<file path="src/rtl/uart_parity_gen.sv">
// uart_parity_gen: registered parity generator for the UART TX path.
// Samples a data word, parity type and word length on a load strobe. One
// clock later it presents the parity bit and the parity enable, and pulses
// parity_valid for that cycle.
// Optional receive-side check is built only when PARITY_CHECK_EN is defined:
// this adds the rx_parity input and the registered parity_err output.
module uart_parity_gen #(
  parameter int DATA_WIDTH = 8
) (
  input  logic                  clock,
  input  logic                  reset_n,
  input  logic                  load,
  input  logic [DATA_WIDTH-1:0] data_in,
  input  logic [1:0]            parity_type,
  input  logic [1:0]            data_len,
`ifdef PARITY_CHECK_EN
  input  logic                  rx_parity,
  output logic                  parity_err,
`endif
  output logic                  parity_bit,
  output logic                  parity_en,
  output logic                  parity_valid
);

  typedef enum logic [1:0] {
    PAR_NONE0 = 2'b00,
    PAR_ODD   = 2'b01,
    PAR_EVEN  = 2'b10,
    PAR_NONE3 = 2'b11
  } par_type_e;

  // Selects the active low bits. L = min(5 + len, DATA_WIDTH).
  function automatic logic [DATA_WIDTH-1:0] len_mask(input logic [1:0] len);
    logic [DATA_WIDTH-1:0] m;
    int active;
    m      = '0;
    active = 5 + int'(len);
    if (active > DATA_WIDTH) active = DATA_WIDTH;
    for (int i = 0; i < DATA_WIDTH; i++) begin
      m[i] = (i < active);
    end
    return m;
  endfunction

  // Returns 1 when the parity type selects odd or even parity.
  function automatic logic type_has_parity(input par_type_e t);
    return (t == PAR_ODD) || (t == PAR_EVEN);
  endfunction

  // Converts the XOR reduction of the word into the parity bit on the line.
  // When no parity is selected, the bit is held at the idle level (1).
  function automatic logic parity_of(input par_type_e t, input logic ones);
    logic p;
    case (t)
      PAR_ODD:  p = ~ones;
      PAR_EVEN: p = ones;
      default:  p = 1'b1;
    endcase
    return p;
  endfunction

  // ---- stage p0: combinational evaluation of the inputs being loaded ----
  par_type_e             type_p0;
  logic [DATA_WIDTH-1:0] word_p0;
  logic                  ones_p0;
  logic                  bit_p0;
  logic                  en_p0;

  // Masks the word to its active length and reduces it to the parity bit.
  always_comb begin
    type_p0 = par_type_e'(parity_type);
    word_p0 = data_in & len_mask(data_len);
    ones_p0 = ^word_p0;
    bit_p0  = parity_of(type_p0, ones_p0);
    en_p0   = type_has_parity(type_p0);
  end

  // ---- stage p1: registered result presented to the framer ----
  par_type_e type_p1;
  logic      bit_p1;
  logic      vld_p1;

  // Captures the result on load and pulses valid for one cycle per load.
  // When load is low, the captured result is held.
  always_ff @(posedge clock or negedge reset_n) begin
    if (!reset_n) begin
      type_p1 <= PAR_NONE0;
      bit_p1  <= 1'b1;
      vld_p1  <= 1'b0;
    end else begin
      vld_p1 <= load;
      if (load) begin
        type_p1 <= type_p0;
        bit_p1  <= bit_p0;
      end
    end
  end

  assign parity_bit   = bit_p1;
  assign parity_en    = type_has_parity(type_p1);
  assign parity_valid = vld_p1;

`ifdef PARITY_CHECK_EN
  logic err_p1;

  // Flags a mismatch between the received parity bit and the computed one.
  // The flag is raised only when parity is enabled for the loaded type.
  always_ff @(posedge clock or negedge reset_n) begin
    if (!reset_n) begin
      err_p1 <= 1'b0;
    end else if (load) begin
      err_p1 <= en_p0 && (rx_parity != bit_p0);
    end
  end

  assign parity_err = err_p1;
`endif

endmodule

</file>
<file path="config.mk">
export PLATFORM = sky130hd
export DESIGN_NAME = uart_parity_gen
export DESIGN_NICKNAME = d
export VERILOG_FILES = /design/src/rtl/uart_parity_gen.sv
export SDC_FILE = /design/constraint.sdc
export NUM_CORES = 1
export LEC_CHECK = 0
export CAP_MARGIN = 0
export CORE_AREA = 2 2 39 41
export CTS_CLUSTER_SIZE = 28
export DETAILED_ROUTE_END_ITERATION = 12
export DIE_AREA = 0 0 41 43
export PLACE_DENSITY = 0.66
export SYNTH_ARGS = -nofsm -noshare
export SYNTH_HDL_FRONTEND = slang
export SYNTH_SLANG_ARGS = --single-unit
</file>
<file path="constraint.sdc">
create_clock -name clock -period 0.9 [get_ports clock]
set_clock_uncertainty 0.15 [all_clocks]
set_input_delay 0.18 -clock clock [delete_from_list [all_inputs] [get_ports clock]]
set_output_delay 0.18 -clock clock [all_outputs]
set_load 0.02 [all_outputs]
</file>
# Word-level counts from Yosys, hierarchy flattened
# Index checks and enable logic that the tools add are counted.
# word_totals
reg_bits,4
inputBits,15
word_cells,23
# op_classes
add_sub_neg,1
magnitude_cmp,9
eq_ne,4
n_mux,2
bitwise,2
n_reduce_logical,2
# ops
cell,n
$lt 4x32->1 const A,4
$lt 3x32->1 const A,2
$lt 1x32->1 const A,1
$lt 2x32->1 const A,1
$and 8x8->8,1
$reduce_xor 8->1,1
$add 3x2->4 const A,1
$eq 2x1->1 const B,2
$eq 2x2->1 const B,2
$gt 4x4->1 const B,1
$mux 4,1
$pmux 1 s2,1
$logic_or 1x1->1,1
$not 1->1,1

# Longest topological paths before layout
# logic_depth
ltp_word,8
ltp_mapped,8
mapped_depth_nobuf,8

# Worst setup path after synthesis
# No wires, ideal clock.
# synth_timing
kind,input port to flip-flop
start,input port data_len[0]
end,register bit_p1 (netlist: parity_bit)
setup_ns,0.096
arrival_ns,1.542
t_required_ns,0.654
slack_ns,-0.889
path_stages,8
path_buffers,0
path_cell_list,inv_1 ha_1 a21boi_0 mux2_4 a32oi_2 nand2_1 and3_1 nor4_1
# synth_between
elab_chain_cells,8
elab_cells_between_ends,15
# synth_lines
element,line,source
"start, declared",15,"input logic [1:0] data_len,"
$add 3x2->4 (*),37,active = 5 + int'(len);
$gt 4x4->1,38,if (active > DATA_WIDTH) active = DATA_WIDTH;
$mux 4 (*),38,
"$lt 1x32->1, or another cell as far along",40,m[i] = (i < active);
$and 8x8->8 (*),72,word_p0 = data_in & len_mask(data_len);
$reduce_xor 8->1 (*),73,ones_p0 = ^word_p0;
$not 1->1,55,PAR_ODD: p = ~ones;
$pmux 1 s2 (*),54,case (t)
"end signal, assigned",94,bit_p1 <= bit_p0;
"end, declared",80,logic bit_p1;
# Every way passes the cells marked *; elsewhere a longest branch is shown, timed or not.
# A chain may end at the register's enable or synchronous reset.

# Worst setup path in the final report
# layout_timing
start,input port data_len[1]
end,register bit_p1 (netlist: parity_bit)
# Same word-level chain as after synthesis.

==> impl_metrics.json <==
{
  "status": "complete, but fails checks",
  "violations": "hold timing, setup timing",
  "synth_common_cells": "ha_1 (6), inv_1 (5), nor2_1 (4), xnor2_1 (4), dfrtp_1 (3)",
  "synth_top_family_by_area": "simple AND/OR/NAND/NOR gates",
  "htreeDepth": 1,
  "slowest_stage": "mux2_4",
  "synth-adder-area-share": 0.174,
  "io-pin-count": 18,
  "ys_async_sr_fraction": 1.00,
  "pwr-share-seq": 0.262,
  "critPathMaxStageDelay_ns": 0.27,
  "die_h_um": 43,
  "ys_ff_latch": 4,
  "drv_slew": 0,
  "p_leak_nw": 0.368,
  "hpwl_um": 802,
  "drc": 0,
  "synth.area.top_cells": "dfrtp_1 (17%), ha_1 (17%), xnor2_1 (8.1%)",
  "final_cells": 93,
  "core-area_um2": 1380,
  "root_buffer": "clkbuf_4",
  "start_util": 0.311,
  "synth_compound_area_frac": 0.140,
  "synth_nets": 66,
  "worst-slew-pin-transition_ns": 0.304,
  "power.share.clock": 0.268,
  "cts.clk_slew.worst_paths_ns": 0.04,
  "p_total_mw": 0.896,
  "synth_most_common_cell": "ha_1",
  "antenna_found_initial": 0,
  "rsz0062_at_grt": "yes",
  "dieWidth_um": 41,
  "setup_ws_ns": -0.770,
  "power-per-cell-area_nw_per_um2": 1110,
  "drtPass1Iterations": 2,
  "synth_top_cell_area_share": 0.174,
  "via_per_inst": 4.71,
  "die-area_um2": 1760,
  "gp_congestion": 0.644,
  "placed_cells": 88,
  "switching_power_mw": 0.266,
  "setup_violations": 6,
  "synth_xor_area_frac": 0.122,
  "swShare": 0.297,
  "portBuffers": 17,
  "wl_per_cell_um": 10.6,
  "max-slew-margin-rel": 0.796,
  "ys_types": 25,
  "avgSynthCellArea_um2": 9.56,
  "drtIter0Drc": 5,
  "design_area_um2": 811,
  "tritoncts": "yes",
  "p_int_mw": 0.630,
  "path_cells": "buf_12 -> inv_12 -> ha_4 -> a21boi_2 -> mux2_4 -> a32oi_2 -> nand2_1 -> and3_1 -> nor4_2",
  "detail-route-antenna-nets": 0,
  "vias": 438,
  "arrival_ns": 1.66,
  "hold_path_class": "in -> async",
  "fmax_mhz": 599,
  "nNetsFinal": 99,
  "grt_pass1_wl_um": 1720,
  "hold_ws_ns": -0.0106,
  "synth.area.mux_share": 0.0872,
  "finalCritPeriodShare": 1.86,
  "drive_above_1_share": 0.468,
  "synth_edf_count": 0,
  "cts.sink_count": 4,
  "wirelength_um": 985,
  "syn2layout_area_growth_pct": 88.4,
  "hold_viol_final": 3,
  "yosysWarnings": 0,
  "diodes": 0,
  "cts_buffers": 3,
  "grt_pass1_vias": 456,
  "max-vdd-ir-drop_uv": 538,
  "period_needed_ns": 1.67,
  "maxCapViolations": 0,
  "grt_max_degree": 5,
  "ys_seq_area_frac": 0.235,
  "clk_latency_ns": 0.24,
  "startpoint_type": "input pin",
  "final_util": 0.586,
  "grt_use_total": 0.136,
  "cp_max_fo": 4,
  "cp.required_ns": 0.89,
  "synth_area_um2": 430,
  "cp-end-kind": "flip-flop",
  "yosys.area.top_type": "dfrtp_1",
  "rows": 14,
  "critPathKind": "in -> reg",
  "yosys.area_share.simple": 0.198,
  "synth-main-ff-cell": "dfrtp_1",
  "place_area_um2": 753,
  "combPwrFrac": 0.471,
  "overflow": 0,
  "clockBufferDepth": 2,
  "synth_cells": 45
}
layout by cell type (no fill, tap or decap), types with 2 or more instances in the layout:
cell	Yosys	layout
buf_6	0	5
clkdlybuf4s50_1	0	7
buf_4	0	10
xnor2_1	4	4
clkbuf_4	0	3
ha_1	6	4
dfrtp_1	3	3
nor2_1	4	4
mux2_2	2	2
inv_1	5	3
nand2_1	2	2
dlygate4sd2_1	0	5
kinds of logic after synthesis:
kind of cell,Yosys count
AOI/OAI and AO/OA,7
xor gates and xnor gates,6
adders and majority gates,6
buffers and inverters,5
DFF,4
muxes,3
and+or+nand+nor,14
layout make-up:
cell class,instances,area [um2]
Clock buffer,4,26.3
Tap cell,16,20.0
Inverter,5,33.8
Sequential cell,4,101
Timing Repair Buffer,28,265
Multi-Input combinational cell,36,364
Fill cell,129,573
metal layers:
layer	vias to the layer above	global-route usage	wire (um)	part of all wire
met2	13	0.234	535	0.54
met3	0	0.0314	43	0.044
li1	221	-	-	-
met1	204	0.155	406	0.41
met5	-	0	0	0
met4	0	0.0400	0	0
timing repair:
| action | CTS | global route |
|---|---|---|
| gates resized for setup | 41 | 1 |
| cloned | 0 | 0 |
| hold endpoints to repair | 3 | 0 |
| setup buffers | 2 | 0 |
| pin swaps | 4 | 1 |
| endpoints found under the setup margin | 6 | 6 |
flip-flops by register name, summed over array words and instances (netlist names):
signal,count
type_p1,2
parity_bit,1
parity_valid,1
metrics by stage:
| stage | TNS (ns) | worst slack [ns] | hold slack (ns) |
|---|---|---|---|
| after floorplan | -0.921 | -0.811 | -0.266 |
| after global placement | -4.12 | -1.59 | 0.247 |
| after detailed placement | -4.09 | -1.58 | 0.239 |
| after CTS | -1.73 | -0.778 | -0.0137 |
| after global routing | -1.89 | -0.874 | 0.00238 |
| final | -1.69 | -0.770 | -0.0106 |
path summary, 6_finish.rpt:
path	startpoint	end	slack [ns]	depth (start not counted)
worst max-delay path	data_len[1]	parity_bit$_DFFE_PN1P_	-0.77	9
worst min-delay path	reset_n	parity_valid$_DFF_PN0_	-0.01	1
worst max register to register	parity_bit$_DFFE_PN1P_	parity_bit$_DFFE_PN1P_	-0.16	2
worst min register to register	parity_bit$_DFFE_PN1P_	parity_bit$_DFFE_PN1P_	0.39	2
max in group asynchronous	reset_n	parity_bit$_DFFE_PN1P_	0.37	1
min in group clock	load	parity_valid$_DFF_PN0_	0.16	2
worst max-delay path, delay by kind of cell:
family,cells,cell delay (ns)
simple gates,3,0.54
buf+inv,2,0.13
compound gates,2,0.32
fa+ha+maj,1,0.22
mux,1,0.27
power by group through the flow:
stage	combinational (mW)	sequential (mW)	clock (mW)
final	0.422	0.234	0.240
after floorplan	0.171	0.252	0
after detailed placement	0.386	0.234	0
after global routing	0.461	0.237	0.262
after CTS	0.413	0.234	0.250
after global placement	0.381	0.232	0
Note: power is estimated with default switching activity, not from simulation.
